==> config.mk <==
export PLATFORM = sky130hd
export DESIGN_NAME = peripheral_msi_bus_master_flat
export DESIGN_NICKNAME = d
export VERILOG_FILES = /design/src/rtl/peripheral_msi_bus_master_if.sv /design/src/rtl/peripheral_msi_bus_master.sv /design/src/flat_wrapper.sv
export SDC_FILE = /design/constraint.sdc
export NUM_CORES = 1
export LEC_CHECK = 0
export CAP_MARGIN = 10
export CORE_ASPECT_RATIO = 0.9
export CORE_UTILIZATION = 40
export DETAILED_ROUTE_END_ITERATION = 16
export GPL_TIMING_DRIVEN = 0
export PLACE_DENSITY = 0.81
export REMOVE_ABC_BUFFERS = 1
export SETUP_SLACK_MARGIN = 0.1
export SYNTH_ARGS = -nofsm -noshare
export SYNTH_HDL_FRONTEND = slang
export SYNTH_SLANG_ARGS = --single-unit
==> constraint.sdc <==
create_clock -name mclk -period 2 [get_ports mclk]
set_input_delay 0.3 -clock mclk [delete_from_list [all_inputs] [get_ports mclk]]
set_output_delay 0.3 -clock mclk [all_outputs]
set_load 0.02 [all_outputs]
==> src/rtl/peripheral_msi_bus_master_if.sv <==
// peripheral_msi_bus_master_if
// Bundles the three channels of the MSI bus master:
//   request stream  : req_valid/req_ready, req_addr, req_we, req_wdata
//   response stream : rsp_valid/rsp_ready, rsp_rdata, rsp_write
//   peripheral bus  : per_addr, per_din, per_en, per_we (out), per_dout (in)
// Modports:
//   master : the bus-master block
//            (accepts requests, returns responses, drives the peripheral bus)
//   slave  : the other side (request source, response sink, peripheral)
interface peripheral_msi_bus_master_if;
  logic        req_valid;
  logic        req_ready;
  logic [13:0] req_addr;
  logic [1:0]  req_we;
  logic [15:0] req_wdata;
  logic        rsp_valid;
  logic        rsp_ready;
  logic [15:0] rsp_rdata;
  logic        rsp_write;
  logic [13:0] per_addr;
  logic [15:0] per_din;
  logic        per_en;
  logic [1:0]  per_we;
  logic [15:0] per_dout;

  modport master (
    input  req_valid, req_addr, req_we, req_wdata, rsp_ready, per_dout,
    output req_ready, rsp_valid, rsp_rdata, rsp_write,
           per_addr, per_din, per_en, per_we
  );

  modport slave (
    output req_valid, req_addr, req_we, req_wdata, rsp_ready, per_dout,
    input  req_ready, rsp_valid, rsp_rdata, rsp_write,
           per_addr, per_din, per_en, per_we
  );
endinterface

==> src/rtl/peripheral_msi_bus_master.sv <==
// peripheral_msi_bus_master
// Turns a valid/ready request stream into single-cycle MSI peripheral bus
// accesses and returns exactly one response per request, strictly in order.
// Ports:
//   mclk, puc_rst : clock, asynchronous active-high reset
//   bus           : peripheral_msi_bus_master_if.master (request, response and
//                   peripheral bus signals)
//   busy          : FSM not idle, or request FIFO not empty
// Parameters:
//   RD_LATENCY    : cycles after the per_en cycle at which per_dout is sampled (0..3)
//   FIFO_DEPTH    : request FIFO depth (power of two, >= 2)
// Build option:
//   PERIPHERAL_MSI_MASTER_FIFO_EN : when defined, requests are queued in a
//   FIFO_DEPTH-entry FIFO; otherwise requests load the bus registers directly.
module peripheral_msi_bus_master #(
  parameter int RD_LATENCY = 0,
  parameter int FIFO_DEPTH = 4
) (
  input  logic                               mclk,
  input  logic                               puc_rst,
  peripheral_msi_bus_master_if.master        bus,
  output logic                               busy
);
  typedef enum logic [1:0] {IDLE, ACCESS, WAIT, RESP} state_t;

  // Index of the last WAIT cycle; unused when RD_LATENCY is 0.
  localparam logic [1:0] WAIT_LAST = (RD_LATENCY > 0) ? 2'(RD_LATENCY - 1) : 2'd0;
  // An illegal parameter set never accepts a request.
  localparam bit CFG_OK = (RD_LATENCY >= 0) && (RD_LATENCY <= 3) && (FIFO_DEPTH >= 2);

  state_t      state_q, state_d;
  logic [13:0] per_addr_q, per_addr_d;
  logic [15:0] per_din_q, per_din_d;
  logic [1:0]  per_we_q, per_we_d;
  logic        per_en_q, per_en_d;
  logic [1:0]  cnt_q, cnt_d;
  logic [15:0] rsp_rdata_q, rsp_rdata_d;
  logic        rsp_write_q, rsp_write_d;
  // Low during reset and high from the first edge after release, so that
  // req_ready stays low while puc_rst is asserted.
  logic        ready_en_q, ready_en_d;

  // Request seen by the IDLE state (FIFO head or the live request).
  logic        take;
  logic [13:0] src_addr;
  logic [1:0]  src_we;
  logic [15:0] src_wdata;
  logic        fifo_empty;

`ifdef PERIPHERAL_MSI_MASTER_FIFO_EN
  localparam int AW = $clog2(FIFO_DEPTH);
  localparam int EW = 14 + 2 + 16;

  logic [EW-1:0] mem_q [FIFO_DEPTH];
  logic [EW-1:0] mem_d [FIFO_DEPTH];
  logic [AW-1:0] wr_ptr_q, wr_ptr_d, rd_ptr_q, rd_ptr_d;
  logic [AW:0]   count_q, count_d;
  logic          push, pop, fifo_full;

  assign fifo_full     = (count_q == (AW+1)'(FIFO_DEPTH));
  assign fifo_empty    = (count_q == '0);
  assign bus.req_ready = ready_en_q && !fifo_full && CFG_OK;
  assign push          = bus.req_valid && bus.req_ready;
  assign pop           = (state_q == IDLE) && !fifo_empty;
  assign take          = pop;
  // Head is read combinationally so IDLE can pop the edge after a push.
  assign {src_addr, src_we, src_wdata} = mem_q[rd_ptr_q];

  always_comb begin
    mem_d    = mem_q;
    wr_ptr_d = wr_ptr_q;
    rd_ptr_d = rd_ptr_q;
    count_d  = count_q;
    if (push) begin
      mem_d[wr_ptr_q] = {bus.req_addr, bus.req_we, bus.req_wdata};
      wr_ptr_d        = wr_ptr_q + 1'b1;
    end
    if (pop) begin
      rd_ptr_d = rd_ptr_q + 1'b1;
    end
    case ({push, pop})
      2'b10:   count_d = count_q + 1'b1;
      2'b01:   count_d = count_q - 1'b1;
      default: count_d = count_q;
    endcase
  end

  // Storage needs no reset: only entries behind a valid count are read.
  always_ff @(posedge mclk) begin
    mem_q <= mem_d;
  end

  always_ff @(posedge mclk or posedge puc_rst) begin
    if (puc_rst) begin
      wr_ptr_q <= '0;
      rd_ptr_q <= '0;
      count_q  <= '0;
    end else begin
      wr_ptr_q <= wr_ptr_d;
      rd_ptr_q <= rd_ptr_d;
      count_q  <= count_d;
    end
  end
`else
  assign bus.req_ready = ready_en_q && (state_q == IDLE) && CFG_OK;
  assign take          = bus.req_valid && bus.req_ready;
  assign src_addr      = bus.req_addr;
  assign src_we        = bus.req_we;
  assign src_wdata     = bus.req_wdata;
  assign fifo_empty    = 1'b1;
`endif

  always_comb begin
    state_d     = state_q;
    per_addr_d  = per_addr_q;
    per_din_d   = per_din_q;
    per_we_d    = 2'b00;   // write enables live for the ACCESS cycle only
    per_en_d    = 1'b0;
    cnt_d       = cnt_q;
    rsp_rdata_d = rsp_rdata_q;
    rsp_write_d = rsp_write_q;
    ready_en_d  = 1'b1;
    case (state_q)
      IDLE: begin
        if (take) begin
          per_addr_d = src_addr;
          per_din_d  = (src_we == 2'b00) ? 16'h0000 : src_wdata;
          per_we_d   = src_we;
          per_en_d   = 1'b1;
          state_d    = ACCESS;
        end
      end
      ACCESS: begin
        cnt_d = 2'd0;
        if (per_we_q != 2'b00) begin
          rsp_rdata_d = 16'h0000;
          rsp_write_d = 1'b1;
          state_d     = RESP;
        end else if (RD_LATENCY == 0) begin
          rsp_rdata_d = bus.per_dout;
          rsp_write_d = 1'b0;
          state_d     = RESP;
        end else begin
          state_d = WAIT;
        end
      end
      WAIT: begin
        if (cnt_q == WAIT_LAST) begin
          rsp_rdata_d = bus.per_dout;
          rsp_write_d = 1'b0;
          state_d     = RESP;
        end else begin
          cnt_d = cnt_q + 1'b1;
        end
      end
      RESP: begin
        if (bus.rsp_ready) begin
          per_addr_d  = 14'h0000;
          per_din_d   = 16'h0000;
          rsp_rdata_d = 16'h0000;
          rsp_write_d = 1'b0;
          state_d     = IDLE;
        end
      end
      default: state_d = IDLE;
    endcase
  end

  always_ff @(posedge mclk or posedge puc_rst) begin
    if (puc_rst) begin
      state_q     <= IDLE;
      per_addr_q  <= '0;
      per_din_q   <= '0;
      per_we_q    <= '0;
      per_en_q    <= 1'b0;
      cnt_q       <= '0;
      rsp_rdata_q <= '0;
      rsp_write_q <= 1'b0;
      ready_en_q  <= 1'b0;
    end else begin
      state_q     <= state_d;
      per_addr_q  <= per_addr_d;
      per_din_q   <= per_din_d;
      per_we_q    <= per_we_d;
      per_en_q    <= per_en_d;
      cnt_q       <= cnt_d;
      rsp_rdata_q <= rsp_rdata_d;
      rsp_write_q <= rsp_write_d;
      ready_en_q  <= ready_en_d;
    end
  end

  assign bus.per_addr  = per_addr_q;
  assign bus.per_din   = per_din_q;
  assign bus.per_en    = per_en_q;
  assign bus.per_we    = per_we_q;
  assign bus.rsp_valid = (state_q == RESP);
  assign bus.rsp_rdata = rsp_rdata_q;
  assign bus.rsp_write = rsp_write_q;
  assign busy          = (state_q != IDLE) || !fifo_empty;
endmodule

==> src/flat_wrapper.sv <==
// flat-port wrapper written by rule: the top's interface ports become plain ports
module peripheral_msi_bus_master_flat 
#(
  parameter int RD_LATENCY = 0,
  parameter int FIFO_DEPTH = 4
)
  (mclk, puc_rst, busy, bus_req_valid, bus_req_addr, bus_req_we, bus_req_wdata, bus_rsp_ready, bus_per_dout, bus_req_ready, bus_rsp_valid, bus_rsp_rdata, bus_rsp_write, bus_per_addr, bus_per_din, bus_per_en, bus_per_we);
  peripheral_msi_bus_master_if bus_i ();
  input  logic mclk;
  input  logic puc_rst;
  output logic busy;
  input wire logic [$bits(bus_i.req_valid)-1:0] bus_req_valid;
  input wire logic [$bits(bus_i.req_addr)-1:0] bus_req_addr;
  input wire logic [$bits(bus_i.req_we)-1:0] bus_req_we;
  input wire logic [$bits(bus_i.req_wdata)-1:0] bus_req_wdata;
  input wire logic [$bits(bus_i.rsp_ready)-1:0] bus_rsp_ready;
  input wire logic [$bits(bus_i.per_dout)-1:0] bus_per_dout;
  output wire logic [$bits(bus_i.req_ready)-1:0] bus_req_ready;
  output wire logic [$bits(bus_i.rsp_valid)-1:0] bus_rsp_valid;
  output wire logic [$bits(bus_i.rsp_rdata)-1:0] bus_rsp_rdata;
  output wire logic [$bits(bus_i.rsp_write)-1:0] bus_rsp_write;
  output wire logic [$bits(bus_i.per_addr)-1:0] bus_per_addr;
  output wire logic [$bits(bus_i.per_din)-1:0] bus_per_din;
  output wire logic [$bits(bus_i.per_en)-1:0] bus_per_en;
  output wire logic [$bits(bus_i.per_we)-1:0] bus_per_we;
  assign bus_i.req_valid = bus_req_valid;
  assign bus_i.req_addr = bus_req_addr;
  assign bus_i.req_we = bus_req_we;
  assign bus_i.req_wdata = bus_req_wdata;
  assign bus_i.rsp_ready = bus_rsp_ready;
  assign bus_i.per_dout = bus_per_dout;
  assign bus_req_ready = bus_i.req_ready;
  assign bus_rsp_valid = bus_i.rsp_valid;
  assign bus_rsp_rdata = bus_i.rsp_rdata;
  assign bus_rsp_write = bus_i.rsp_write;
  assign bus_per_addr = bus_i.per_addr;
  assign bus_per_din = bus_i.per_din;
  assign bus_per_en = bus_i.per_en;
  assign bus_per_we = bus_i.per_we;
  peripheral_msi_bus_master #(.RD_LATENCY(RD_LATENCY), .FIFO_DEPTH(FIFO_DEPTH)) u_core (.mclk(mclk), .puc_rst(puc_rst), .bus(bus_i), .busy(busy));
endmodule
==> flow_summary.yaml, run 1 <==
layout:
  final_nets: 384
  seqCellArea_mm2: 0.00138
  diodes: 0
  nFillCells: 514
  drive_gt1_share_pct: 15.3
  syn2layout_area_growth_pct: 54.1
  fin_area_mm2: 0.00392
  finalNonFillerCells: 413
  multi_input_area_mm2: 0.00105
sta:
  setup_violations: 0
  finalSetupTns_ns: 0
  relSlewSlack_pct: 55.3
  worst_slew_pin_slew_ns: 0.670
  grt_setup_unrepaired: "no"
  finalCritPeriodShare_pct: 91.7
  final.min_clock_period_ns: 1.83
  finalHoldViolations: 0
  skew_ns: 0.0105
  max_freq_mhz: 545
  slew_violations: 0
clock_network:
  cts.clk_slew.worst_paths_ns: 0.10
  cts_tree: "built"
  root_buffer: "clkbuf_8"
  clock_tree.buffer_depth: 2
  cts_hold_buf: 0
  h-tree-depth: 2
  insertion_delay_ns: 0.31
  cts_sinks: 55
  numCtsBuffers: 5
critical_path:
  arrival_ns: 2.02
  start_kind: "flop"
  critical_path.max_stage_delay_ns: 0.44
  worstPathCellList: "buf_12, ha_1, nor2b_1, nor3_1, mux2_2"
  crit_family: "simple AND/OR/NAND/NOR gates"
  end_kind: "flop"
  cp_num_buf_inv: 1
  critical_path_class: "flop to flop"
  cp_max_fo: 5
  critPathLaunch: "u_core.state_q[1]$_DFFE_PP0P_"
  worstPathRequired_ns: 2.19
  r2r_start: "u_core.state_q[1]$_DFFE_PP0P_"
  cp_slowest_cell: "dfrtp_2"
  reg2reg_slack_ns: 0.17
  reg2regPathDepth: 5
  rr_endpoint: "u_core.state_q[1]$_DFFE_PP0P_"
hold_path:
  hp-class: "input pin to asynchronous set/reset pin"
synth:
  ys_seq_area_share_pct: 54.2
  avgSynthCellArea_um2: 11.9
  ys_types: 28
  syn_area_mm2: 0.00254
  ys_warn_count: 0
  ys_seq_elements: 55
  yosys.area.top_type: "dfrtp_1"
  synthTopCellsByArea: "dfrtp_1 54%, nor2b_1 7.1%, mux2i_1 7.1%, mux2_2 7.1%, a32o_1 6.3%"
  synth_top_area_share_pct: 54.2
  synthCells: 214
placed_design:
  place_area_mm2: 0.00365
  place_hpwl_um: 4030
  io_buffers: 104
  dp_cells: 395
  gp_congestion: 0.710
global_route:
  antenna_found_initial: 0
  overflow: 0
  grt_pass1_wl_um: 9650
  globalRouteTotalUtil_pct: 18.3
  grt_max_degree: 30
  grt_pass1_vias: 2005
power_and_ir_drop:
  total_leakage_power_nw: 1.72
  p_per_area_mw_per_mm2: 1580
  totalPowerFinal_mw: 6.18
  vdd_drop_max_mv: 0.870
floorplanning:
  die_y_um: 77.6
  chipWidth_um: 86.0
  rows: 27
  core_area_mm2: 0.00611
  ios: 105
  initial_core_util_pct: 41.6
  dieArea_mm2: 0.00668
route:
  vias_per_cell: 4.74
  first_iter_violations: 51
  vias: 1958
  first_pass_iters: 3
  wl_per_cell_um: 14.2
  dr_wl_met3_um: 271
  routed.top_layer: "met4"
  drc: 0
  wirelength_met1_um: 2640
  ant_nets: 0
  routed_wl_um: 5850
  wl_met2_um: 2850
outcome:
  status: "completed"
flow_run:
  drv_cap: 0
==> how the worst max path moves through the flow <==
| stage | endpoint | slack, ns | depth (start not counted) |
|---|---|---|---|
| 6_report | u_core.state_q[1]$_DFFE_PP0P_ | 0.17 | 5 |
| 5_1_grt | u_core.bus.rsp_rdata[4]$_DFFE_PP0P_ | 0.10 | 5 |
| 4_1_cts | u_core.bus.per_addr[0]$_DFFE_PP0P_ | 0.11 | 7 |
| 3_5_place_dp | u_core.bus.per_addr[0]$_DFFE_PP0P_ | -0.64 | 5 |
| 3_3_place_gp | u_core.bus.per_addr[7]$_DFFE_PP0P_ | -1.73 | 4 |
| 2_1_floorplan | u_core.bus.per_addr[0]$_DFFE_PP0P_ | -1.11 | 4 |
==> synthesized netlist by cell type <==
cell       instances
dfrtp_1           55
nor2b_1           29
inv_1             23
mux2i_1           18
a32o_1            16
mux2_2            16
nand2_1           16
ha_1               7
buf_2              5
nor2_1             4
and2_1             3
buf_6              3
clkbuf_1           3
and2b_1            2
a21boi_0           1
a21o_1             1
a21oi_1            1
and3_1             1
buf_4              1
conb_1             1
nor2b_4            1
nor3_1             1
nor3_2             1
nor4_1             1
o21ba_2            1
o2bb2ai_1          1
o31ai_2            1
or3_1              1
==> power by group <==
group	total [mW]	internal (mW)	switching, mW
combinational	3.64	1.89	1.75
sequential	1.79	1.56	0.226
clock	0.754	0.406	0.349
==> through the flow <==
step	worst slack, ns	util (%)	hold slack (ns)
after floorplan	-1.11	-	0.429
after global placement	-1.73	59.1	0.460
after detailed placement	-0.643	59.8	0.479
after CTS	0.112	63.5	0.399
after global routing	0.104	64.0	0.426
final	0.166	64.0	0.378
==> kinds of logic after synthesis <==
| logic type | share of synthesized area, % |
|---|---|
| compound gates | 8.32 |
| fa+ha+maj | 3.45 |
| buf+inv | 6.45 |
| flops | 54.2 |
| mux | 14.2 |
| other cells | 0.148 |
| simple gates | 13.3 |
==> registers in the layout (all words and copies together), names as in the netlist <==
register / cells
u_core.cnt_q: 2
u_core.bus.per_din: 16
u_core.bus.rsp_rdata: 16
u_core.state_q: 2
u_core.bus.per_en: 1
u_core.ready_en_q: 1
u_core.bus.rsp_write: 1
u_core.bus.per_addr: 14
u_core.bus.per_we: 2
==> metal layers <==
layer	GRT usage [%]	up-vias
met5	0	-
met3	4.04	11
met4	5.17	0
met2	30.6	58
met1	23.7	956
li1	-	933
==> what timing repair did <==
item	CTS	global route
endpoints found under the setup margin	51	37
cloned	1	0
gates resized for setup	15	4
buffers inserted	7	2
pin swaps	1	2
==> cell type report <==
type,instances,area share (%)
clock buffer,6,2.11
clock inverter,2,0.895
inverter,23,2.20
tap,87,2.78
timing repair buffer,116,30.0
multi-input combinational,124,26.8
sequential,55,35.2
==> cells in the final DEF (no fill, tap or decap), types with 2 or more instances in the layout <==
| master | n |
|---|---|
| dlygate4sd2_1 | 2 |
| mux2i_1 | 18 |
| nand2_1 | 16 |
| and2b_1 | 2 |
| ha_2 | 2 |
| inv_1 | 22 |
| a32o_1 | 16 |
| clkbuf_8 | 6 |
| nor2_1 | 3 |
| nor2b_1 | 29 |
| mux2_2 | 16 |
| ha_1 | 4 |
| dfrtp_2 | 2 |
| buf_4 | 6 |
| clkdlybuf4s50_1 | 101 |
| and2_1 | 3 |
| dfrtp_1 | 53 |
| buf_12 | 4 |
Note: power is estimated with default switching activity, not from simulation.
==> inputs of run 2 (changes only) <==
--- a/config.mk
+++ b/config.mk
@@ -7,10 +7,10 @@
 export LEC_CHECK = 0
 export CAP_MARGIN = 10
 export CORE_ASPECT_RATIO = 0.9
-export CORE_UTILIZATION = 40
+export CORE_UTILIZATION = 43
 export DETAILED_ROUTE_END_ITERATION = 16
 export GPL_TIMING_DRIVEN = 0
-export PLACE_DENSITY = 0.81
+export PLACE_DENSITY = 0.85
 export REMOVE_ABC_BUFFERS = 1
 export SETUP_SLACK_MARGIN = 0.1
 export SYNTH_ARGS = -nofsm -noshare
==> run 2 against run 1 <==
Effect of this change:
- die area fell by 6.8%
- combinational power fell by 3%
- core utilization rose by 3.6 points
- clock skew fell by 0.0028 ns
- count of clock-buffer cells in the layout did not move
- total power fell by 2.2%
- via count fell by 1.1%
- maximum frequency rose by 2.0%
- sequential power barely moved
- cell count fell by 5.3%
- critical path type unchanged
==> flow_summary.yaml, run 2 (synthesis results as in run 1) <==
clock_network:
  cts_tree: "built"
  cts.clk_slew.worst_paths_ns: 0.09
  cts_hold_buf: 0
  insertion_delay_ns: 0.30
  h-tree-depth: 2
  cts_sinks: 55
  clock_tree.buffer_depth: 2
  numCtsBuffers: 5
  root_buffer: "clkbuf_8"
floorplanning:
  rows: 26
  core_area_mm2: 0.00569
  chipWidth_um: 83.0
  initial_core_util_pct: 44.6
  die_y_um: 74.9
  ios: 105
  dieArea_mm2: 0.00622
layout:
  fin_area_mm2: 0.00385
  drive_gt1_share_pct: 13.7
  final_cell_mix: "101 x clkdlybuf4s50_1, 53 x dfrtp_1, 29 x nor2b_1"
  finalNonFillerCells: 391
  diodes: 0
  multi_input_area_mm2: 0.00106
  final_nets: 380
  layout_commonest_cell: "clkdlybuf4s50_1"
  syn2layout_area_growth_pct: 51.5
  seqCellArea_mm2: 0.00138
  nFillCells: 438
sta:
  finalSetupTns_ns: 0
  grt_setup_unrepaired: "no"
  finalCritPeriodShare_pct: 89.9
  fin_ws_ns: 0.202
  max_freq_mhz: 556
  slew_violations: 0
  finalHoldViolations: 0
  setup_violations: 0
  worst_slew_pin_slew_ns: 0.681
  final.min_clock_period_ns: 1.80
  relSlewSlack_pct: 54.6
  skew_ns: 0.00776
placed_design:
  place_hpwl_um: 4110
  place_ws_ns: -0.472
  io_buffers: 104
  dp_cells: 379
  gp_congestion: 0.732
  place_area_mm2: 0.00365
critical_path:
  critPathLaunch: "u_core.state_q[0]$_DFFE_PP0P_"
  critical_path_class: "flop to flop"
  start_kind: "flop"
  cp-endpoint: "u_core.state_q[1]$_DFFE_PP0P_"
  arrival_ns: 1.98
  rr_endpoint: "u_core.state_q[1]$_DFFE_PP0P_"
  end_kind: "flop"
  worstPathRequired_ns: 2.18
  cp_max_fo: 5
  r2r_start: "u_core.state_q[0]$_DFFE_PP0P_"
  reg2regPathDepth: 5
  reg2reg_slack_ns: 0.20
power_and_ir_drop:
  p_per_area_mw_per_mm2: 1570
  total_leakage_power_nw: 1.69
  vdd_drop_max_mv: 0.811
global_route:
  grt_pass1_wl_um: 9030
  grt_pass1_vias: 1925
  grt_max_degree: 30
  globalRouteTotalUtil_pct: 18.5
  overflow: 0
  antenna_found_initial: 0
route:
  drc: 0
  vias: 1937
  first_pass_iters: 4
  ant_nets: 0
  routed_wl_um: 5680
  first_iter_violations: 58
  vias_per_cell: 4.95
  wl_per_cell_um: 14.5
hold_path:
  hp-class: "input pin to asynchronous set/reset pin"
outcome:
  status: "completed"
flow_run:
  drv_cap: 0
[run 2: changes by cell type in the layout (fill, tap and decap cells not counted), sizes merged]
cell / previous run / this run
buf: 12 / 8
clkinv: 1 / 0
[run 2: final cells by class]
type | count | share of cell area (%)
Multi-Input combinational cell | 124 | 27.4
Timing Repair Buffer | 112 | 29.6
Inverter | 23 | 2.24
Tap cell | 70 | 2.28
Clock buffer | 6 | 1.89
Clock inverter | 1 | 0.780
Sequential cell | 55 | 35.8
[run 2: worst min path at each step]
stage                                                 to  slack [ns]  cells past startpoint
finish              u_core.bus.rsp_rdata[10]$_DFFE_PP0P_        0.38                      2
global placement        u_core.bus.rsp_write$_DFFE_PP0P_        0.46                      1
detailed placement      u_core.bus.rsp_write$_DFFE_PP0P_        0.46                      1
CTS                    u_core.bus.per_din[2]$_DFFE_PP0P_        0.40                      2
floorplan                 u_core.bus.per_we[0]$_DFF_PP0_        0.43                      1
global route           u_core.bus.per_din[2]$_DFFE_PP0P_        0.42                      2
[run 2: power by group]
group	leakage (nW)	internal (mW)	switching, mW
clock network	0.0513	0.367	0.332
registers	0.699	1.56	0.244
logic	0.942	1.85	1.69
[run 2: metrics by stage]
| step | utilization, % | hold WS [ns] | power (mW) |
|---|---|---|---|
| floorplan | - | 0.429 | 3.73 |
| global placement | 63.1 | 0.459 | 4.90 |
| detailed placement | 64.1 | 0.465 | 5.14 |
| CTS | 67.3 | 0.396 | 6.06 |
| global route | 67.6 | 0.422 | 6.44 |
| finish | 67.6 | 0.378 | 6.05 |
[run 2: repair_timing]
action                     CTS  global route
gates cloned                 0             0
setup endpoints to repair   51            47
setup buffers                5             0
pin swaps                    1             1
resized for setup           13             6
[run 2: metal layers]
layer / up-vias / GRT usage (%) / part of all wire (%)
li1: 927 / - / -
met1: 941 / 23.4 / 43
met2: 58 / 31.7 / 50
met3: 11 / 4.50 / 4.8
met4: 0 / 6.90 / 1.6
met5: - / 0 / 0
[run 2: critical path: stages, from the launching register on]
cell and delay, ns:
dfrtp_2 0.44, inv_2 0.09, ha_1 0.24, nor2b_1 0.21, nor3_1 0.34, mux2_2 0.38
